===== config.mk =====
export PLATFORM = sky130hd
export DESIGN_NAME = kid_motion
export DESIGN_NICKNAME = d
export VERILOG_FILES = /design/src/rtl/kid_pkg.sv /design/src/rtl/kid_motion.sv
export SDC_FILE = /design/constraint.sdc
export NUM_CORES = 1
export LEC_CHECK = 0
export BUFFER_PORTS_ARGS = -buffer_cell sky130_fd_sc_hd__buf_4
export CAP_MARGIN = 10
export CORE_ASPECT_RATIO = 0.9
export CORE_MARGIN = 4
export CORE_UTILIZATION = 60
export DETAILED_ROUTE_END_ITERATION = 12
export PLACE_DENSITY = 0.81
export RECOVER_POWER = 25
export SYNTH_ARGS = -nofsm -noshare
export SYNTH_HDL_FRONTEND = slang
export SYNTH_SLANG_ARGS = --single-unit

===== constraint.sdc =====
create_clock -name Clk -period 4.74 [get_ports Clk]
set_input_delay 0.948 -clock Clk [delete_from_list [all_inputs] [get_ports Clk]]
set_output_delay 0.948 -clock Clk [all_outputs]
set_load 0.005 [all_outputs]

===== src/rtl/kid_pkg.sv =====
// rtl/kid_pkg.sv - kid motion state encoding and default screen/speed limits
package kid_pkg;

  typedef enum logic [1:0] {
    K_STAND = 2'd0,
    K_RISE  = 2'd1,
    K_FALL  = 2'd2,
    K_DEAD  = 2'd3
  } kid_state_t;

  localparam logic [9:0] KID_X_START  = 10'd60;
  localparam logic [9:0] KID_Y_START  = 10'd400;
  localparam logic [9:0] KID_X_STEP   = 10'd2;
  localparam logic [4:0] KID_JUMP_V   = 5'd7;
  localparam logic [4:0] KID_DJUMP_V  = 5'd5;
  localparam logic [4:0] KID_MAX_FALL = 5'd4;
  localparam logic [9:0] KID_X_MIN    = 10'd15;
  localparam logic [9:0] KID_X_MAX    = 10'd624;
  localparam logic [9:0] KID_Y_MIN    = 10'd15;
  localparam logic [9:0] KID_Y_DEATH  = 10'd470;

endpackage


===== src/rtl/kid_motion.sv =====
// rtl/kid_motion.sv - frame-rate walk/jump/gravity/death controller for the kid
module kid_motion
  import kid_pkg::*;
#(
  parameter logic [9:0] X_START  = KID_X_START,
  parameter logic [9:0] Y_START  = KID_Y_START,
  parameter logic [9:0] X_STEP   = KID_X_STEP,
  parameter logic [4:0] JUMP_V   = KID_JUMP_V,
  parameter logic [4:0] DJUMP_V  = KID_DJUMP_V,
  parameter logic [4:0] MAX_FALL = KID_MAX_FALL,
  parameter logic [9:0] X_MIN    = KID_X_MIN,
  parameter logic [9:0] X_MAX    = KID_X_MAX,
  parameter logic [9:0] Y_MIN    = KID_Y_MIN,
  parameter logic [9:0] Y_DEATH  = KID_Y_DEATH
) (
  input  logic       Clk,
  input  logic       Reset,
  input  logic       frame_tick,
  input  logic       key_left,
  input  logic       key_right,
  input  logic       key_jump,
  input  logic       key_restart,
  input  logic       is_collision_x_right,
  input  logic       is_collision_x_left,
  input  logic       is_collision_y_down,
  input  logic       is_collision_y_up,
  output logic [9:0] kid_x,
  output logic [9:0] kid_y,
  output logic       facing,
  output logic       moving,
  output logic       dead,
  output logic [1:0] state
);

  kid_state_t        r_state, w_state_n;
  logic [9:0]        r_kid_x, w_x_n;
  logic [9:0]        r_kid_y, w_y_n;
  logic signed [4:0] r_vy, w_vy_n;
  logic [1:0]        r_jumps_left, w_jl_n;
  logic              r_facing, w_facing_n;
  logic              r_moving;
  logic              r_jump_prev, r_restart_prev;

  logic              w_jump_edge, w_restart_edge;
  logic [10:0]       w_x11, w_y11;
  logic [4:0]        w_rise_mag;
  logic [10:0]       w_rise_y, w_fall_y;
  logic signed [4:0] w_vy_inc;

  assign w_jump_edge    = key_jump & ~r_jump_prev;
  assign w_restart_edge = key_restart & ~r_restart_prev;
  assign w_x11          = {1'b0, r_kid_x};
  assign w_y11          = {1'b0, r_kid_y};
  assign w_rise_mag     = 5'd0 - $unsigned(r_vy);
  assign w_rise_y       = w_y11 - {6'd0, w_rise_mag};
  // vy is never negative while falling, so its low four bits are the full speed
  assign w_fall_y       = w_y11 + {7'd0, r_vy[3:0]};
  assign w_vy_inc       = r_vy + 5'sd1;

  always_comb begin
    w_state_n  = r_state;
    w_x_n      = r_kid_x;
    w_y_n      = r_kid_y;
    w_vy_n     = r_vy;
    w_jl_n     = r_jumps_left;
    w_facing_n = r_facing;

    if (r_state != K_DEAD) begin
      if (key_right && !key_left) begin
        w_facing_n = 1'b1;
        if (!is_collision_x_right && (w_x11 + {1'b0, X_STEP} <= {1'b0, X_MAX}))
          w_x_n = r_kid_x + X_STEP;
      end else if (key_left && !key_right) begin
        w_facing_n = 1'b0;
        if (!is_collision_x_left && (w_x11 >= {1'b0, X_MIN} + {1'b0, X_STEP}))
          w_x_n = r_kid_x - X_STEP;
      end
    end

    case (r_state)
      K_STAND: begin
        if (w_jump_edge) begin
          w_vy_n    = $signed(5'd0 - JUMP_V);
          w_jl_n    = 2'd1;
          w_state_n = K_RISE;
        end else if (!is_collision_y_down) begin
          w_vy_n    = 5'sd1;
          w_jl_n    = 2'd1;
          w_state_n = K_FALL;
        end
      end
      K_RISE: begin
        if (w_jump_edge && (r_jumps_left != 2'd0)) begin
          w_vy_n = $signed(5'd0 - DJUMP_V);
          w_jl_n = r_jumps_left - 2'd1;
        end else if (is_collision_y_up) begin
          w_vy_n    = 5'sd0;
          w_state_n = K_FALL;
        end else if (w_y11 < {1'b0, Y_MIN} + {6'd0, w_rise_mag}) begin
          w_y_n     = Y_MIN;
          w_vy_n    = 5'sd0;
          w_state_n = K_FALL;
        end else begin
          w_y_n  = w_rise_y[9:0];
          w_vy_n = w_vy_inc;
          if (w_vy_inc == 5'sd0)
            w_state_n = K_FALL;
        end
      end
      K_FALL: begin
        if (is_collision_y_down) begin
          w_vy_n    = 5'sd0;
          w_jl_n    = 2'd2;
          w_state_n = K_STAND;
        end else if (w_jump_edge && (r_jumps_left != 2'd0)) begin
          w_vy_n    = $signed(5'd0 - DJUMP_V);
          w_jl_n    = r_jumps_left - 2'd1;
          w_state_n = K_RISE;
        end else begin
          w_y_n  = w_fall_y[10] ? 10'h3FF : w_fall_y[9:0];
          w_vy_n = (r_vy >= $signed(MAX_FALL)) ? $signed(MAX_FALL) : w_vy_inc;
          if (w_fall_y > {1'b0, Y_DEATH})
            w_state_n = K_DEAD;
        end
      end
      K_DEAD: begin
        if (w_restart_edge) begin
          w_x_n     = X_START;
          w_y_n     = Y_START;
          w_vy_n    = 5'sd0;
          w_jl_n    = 2'd1;
          w_state_n = K_FALL;
        end
      end
      default: w_state_n = K_FALL;
    endcase
  end

  always_ff @(posedge Clk or posedge Reset) begin
    if (Reset) begin
      r_state        <= K_FALL;
      r_kid_x        <= X_START;
      r_kid_y        <= Y_START;
      r_vy           <= 5'sd0;
      r_jumps_left   <= 2'd1;
      r_facing       <= 1'b1;
      r_moving       <= 1'b0;
      r_jump_prev    <= 1'b0;
      r_restart_prev <= 1'b0;
    end else if (frame_tick) begin
      r_state        <= w_state_n;
      r_kid_x        <= w_x_n;
      r_kid_y        <= w_y_n;
      r_vy           <= w_vy_n;
      r_jumps_left   <= w_jl_n;
      r_facing       <= w_facing_n;
      r_moving       <= (w_x_n != r_kid_x);
      r_jump_prev    <= key_jump;
      r_restart_prev <= key_restart;
    end
  end

  assign kid_x  = r_kid_x;
  assign kid_y  = r_kid_y;
  assign facing = r_facing;
  assign moving = r_moving;
  assign dead   = (r_state == K_DEAD);
  assign state  = r_state;

endmodule


==> reports/results.txt <==
largest family of logic cells by synthesized area: compound AO/OA/AOI/OAI gates
status: complete, but fails checks
Worst-Margin Slew: 1.85 ns
crit path kind: reg2reg
first-pass GRT wire length: 15500 µm
Post-CTS Hold Buffers: 0
sequential-to-total area share from yosys stat: 0.242
post-route setup TNS: 0 ns
All-Layer GR Usage: 0.278
LEAKAGE: 1.62 nW
top-count cell post-synth: nor2_1
CTS H-tree depth: 2
wire per inst: 17.7 µm
cts repair resizes: 0
CP required: 4.93 ns
register-to-register setup slack: 0.81 ns
mux cell area share after synthesis: 0.0303
n_diodes: 0
CTS root buf: clkbuf_8
simple-gate share of the synthesized area: 0.231
setup violators final: 0
CORE AREA: 5410 µm²
gpl congestion: 0.949
DIE AREA: 7070 µm²
Post-DP Area: 3710 µm²
input/output buffers: 35
Clock Tree Buf Depth: 2
Die Ht: 80.2 µm
cts bufs inserted: 5
Final Slew Violations: 34
yosys warns: 0
post-route cell area: 3790 µm²
WHS: 0.513 ns
cell accounting for the most synthesized area: dfrtp_1
CTS tree: done
endpoint type of the worst setup path: register
Hold EP: r_jump_prev$_DFFE_PP0P_
Setup Skew: 0.00637 ns
R2R Path Start: r_vy[0]$_DFFE_PP0P_
worst reg2reg endpoint: state[0]$_DFFE_PP0P_
XOR/XNOR Fraction of Synth Area: 0.0555
DRC Markers: 0
Hold Crit Start: r_jump_prev$_DFFE_PP0P_
peak supply drop: 0.411 mV
number of vias in the routed layout: 3484
shortest period the worst path allows: 3.93 ns
share of the clock period used by the worst path after layout: 0.829
Synth Instances: 435
initial core utilization: 0.641
Post-synth ARST share: 1.00
Vias/cell: 6.62
initial antenna violation count: 0
Syn Area/Cell: 7.98 µm²
critical path arrival: 4.12 ns
max cap viols: 1
crit-path cells: inv_1 -> ha_1 -> xnor2_1 -> nor3_1 -> xor2_1 -> ha_1 -> o21ai_0 -> a21oi_1 -> o21ai_0 -> a21boi_1 -> a221o_1 -> a41o_1 -> mux2_1
grt ovf: 0
violated checks: max-capacitance violations, max-slew violations
CP max FO: 11
largest cells by area after synthesis: dfrtp_1 17%, ha_1 9.7%, dfstp_2 7.6%
Layout area overhead: 9.34%
Antenna Nets Post-Route: 0
Pwr per Cell Area: 710 nW/µm²
Rows: 25
Detailed Route WL: 9330 µm
Fillers: 442
First DRT Iteration DRCs: 301
area share of fa/ha/maj cells after synthesis: 0.112
layout net count: 498
Chip Width: 88.2 µm
Yosys cell types: 72
most instantiated cells after synthesis: 44 x nor2_1, 40 x o21ai_0, 37 x nand2_1
Core Util, Final: 0.701
drt pass-1 iters: 5
Final Hold Vio Count: 0
CP Launch Type: register
share of cells above drive strength 1: 0.161
DP Wirelength: 6980 µm
clock sink count: 33
Achievable Freq: 254 MHz
vias in the first global route: 3089
Hold WC Path Type: reg2reg
ys flop type: dfrtp_1
Slew Limit Headroom: -0.233
clock slew at reported path FFs: 0.07 ns
Syn Nets: 475
#FFs+latches synth: 33
IO Count: 36
Worst-Skew Late Latency: 0.30 ns
EDFF count, synth: 0
complex-gate fraction of the synthesized area: 0.266
crit-path max cell delay: 0.58 ns
total setup buffers inserted after CTS: 0
Worst path slowest cell: dfrtp_1
Syn Std Cell Area: 3470 µm²
RSZ-0062 raised after global routing: false
hold depth: 1
path depth of the worst reg2reg path: 13
largest net degree at the start of global routing: 34
top cell type's share of synthesized area: 0.166
==> placed cells by master (no fill, tap or decap), drive strengths merged, types with 4 or more instances in the layout <==
cell,synthesis,layout
dfstp,10,10
mux2i,6,6
nor4,5,5
dfrtp,23,23
xnor2,8,8
nor2b,10,10
ha,27,27
nand4,4,4
a211oi,7,7
a21oi,26,26
o211ai,6,6
nand3,15,15
o21ai,41,41
a21boi,5,5
nand2b,6,6
nor2,44,44
clkbuf,11,7
o41ai,4,4
buf,12,37
inv,23,23
mux2,4,4
o31ai,6,6
nor3,14,14
xor2,14,14
and2,4,4
nand2,37,37
or3,5,5
==> critical path: cells and delay by family, from the launching register on <==
| kind | cells | cell delay, ns |
|---|---|---|
| adder cells (fa/ha/maj) | 2 | 0.59 |
| AO/OA/AOI/OAI | 6 | 1.37 |
| AND/OR/NAND/NOR | 1 | 0.15 |
| buffers and inverters | 1 | 0.20 |
| XOR/XNOR | 2 | 0.61 |
| multiplexers | 1 | 0.31 |
| flip-flops | 1 | 0.58 |
==> flip-flops by register name, summed over array words and instances (netlist names) <==
signal / cells
kid_y: 10
moving: 1
r_jumps_left: 2
kid_x: 10
state: 2
r_jump_prev: 1
facing: 1
r_vy: 5
r_restart_prev: 1
==> layer usage <==
layer / vias to the layer above / GRT usage / wire [µm]
li1: 1639 / - / -
met1: 1644 / 0.434 / 4370
met2: 188 / 0.393 / 4010
met3: 13 / 0.0390 / 854
met4: 0 / 0.0740 / 99
met5: - / 0 / 0
==> kinds of logic (layout without fill, tap and decap cells) <==
group / after synthesis / in the layout
AO/OA/AOI/OAI: 136 / 136
XOR/XNOR: 22 / 22
adder cells (fa/ha/maj): 30 / 30
buffers and inverters: 46 / 70
flip-flops: 33 / 33
multiplexers: 10 / 10
AND/OR/NAND/NOR: 158 / 158
==> how the worst max path moves through the flow <==
stage	cells after the start	slack [ns]	to	start
global placement	13	1.13	state[0]$_DFFE_PP0P_	r_vy[0]$_DFFE_PP0P_
global route	13	0.53	state[0]$_DFFE_PP0P_	r_vy[0]$_DFFE_PP0P_
finish	13	0.81	state[0]$_DFFE_PP0P_	r_vy[0]$_DFFE_PP0P_
detailed placement	13	0.86	state[0]$_DFFE_PP0P_	r_vy[0]$_DFFE_PP0P_
CTS	13	0.84	state[0]$_DFFE_PP0P_	r_vy[0]$_DFFE_PP0P_
floorplan	14	1.25	state[0]$_DFFE_PP0P_	r_vy[0]$_DFFE_PP0P_
==> report_power, final <==
group,switching (mW),internal (mW)
combinational,1.01,0.789
sequential,0.258,0.416
clock,0.117,0.101
==> stage by stage <==
step                power, mW  setup slack (ns)  std cells
finish                   2.69             0.809        526
floorplan                1.98              1.25        435
global route             2.96             0.535        526
detailed placement       2.43             0.863        518
CTS                      2.66             0.839        526
global placement         2.37              1.13        518
==> area by class of cell <==
type,count,area (µm²),share of cell area
repair buffers,39,289,0.0762
well taps,67,83.8,0.0221
flip-flops and latches,33,838,0.221
clock inverters,3,17.5,0.00462
clock buffers,5,68.8,0.0181
inverters,23,86.3,0.0227
multi-input cells,356,2410,0.635
Note: power is estimated with default switching activity, not from simulation.
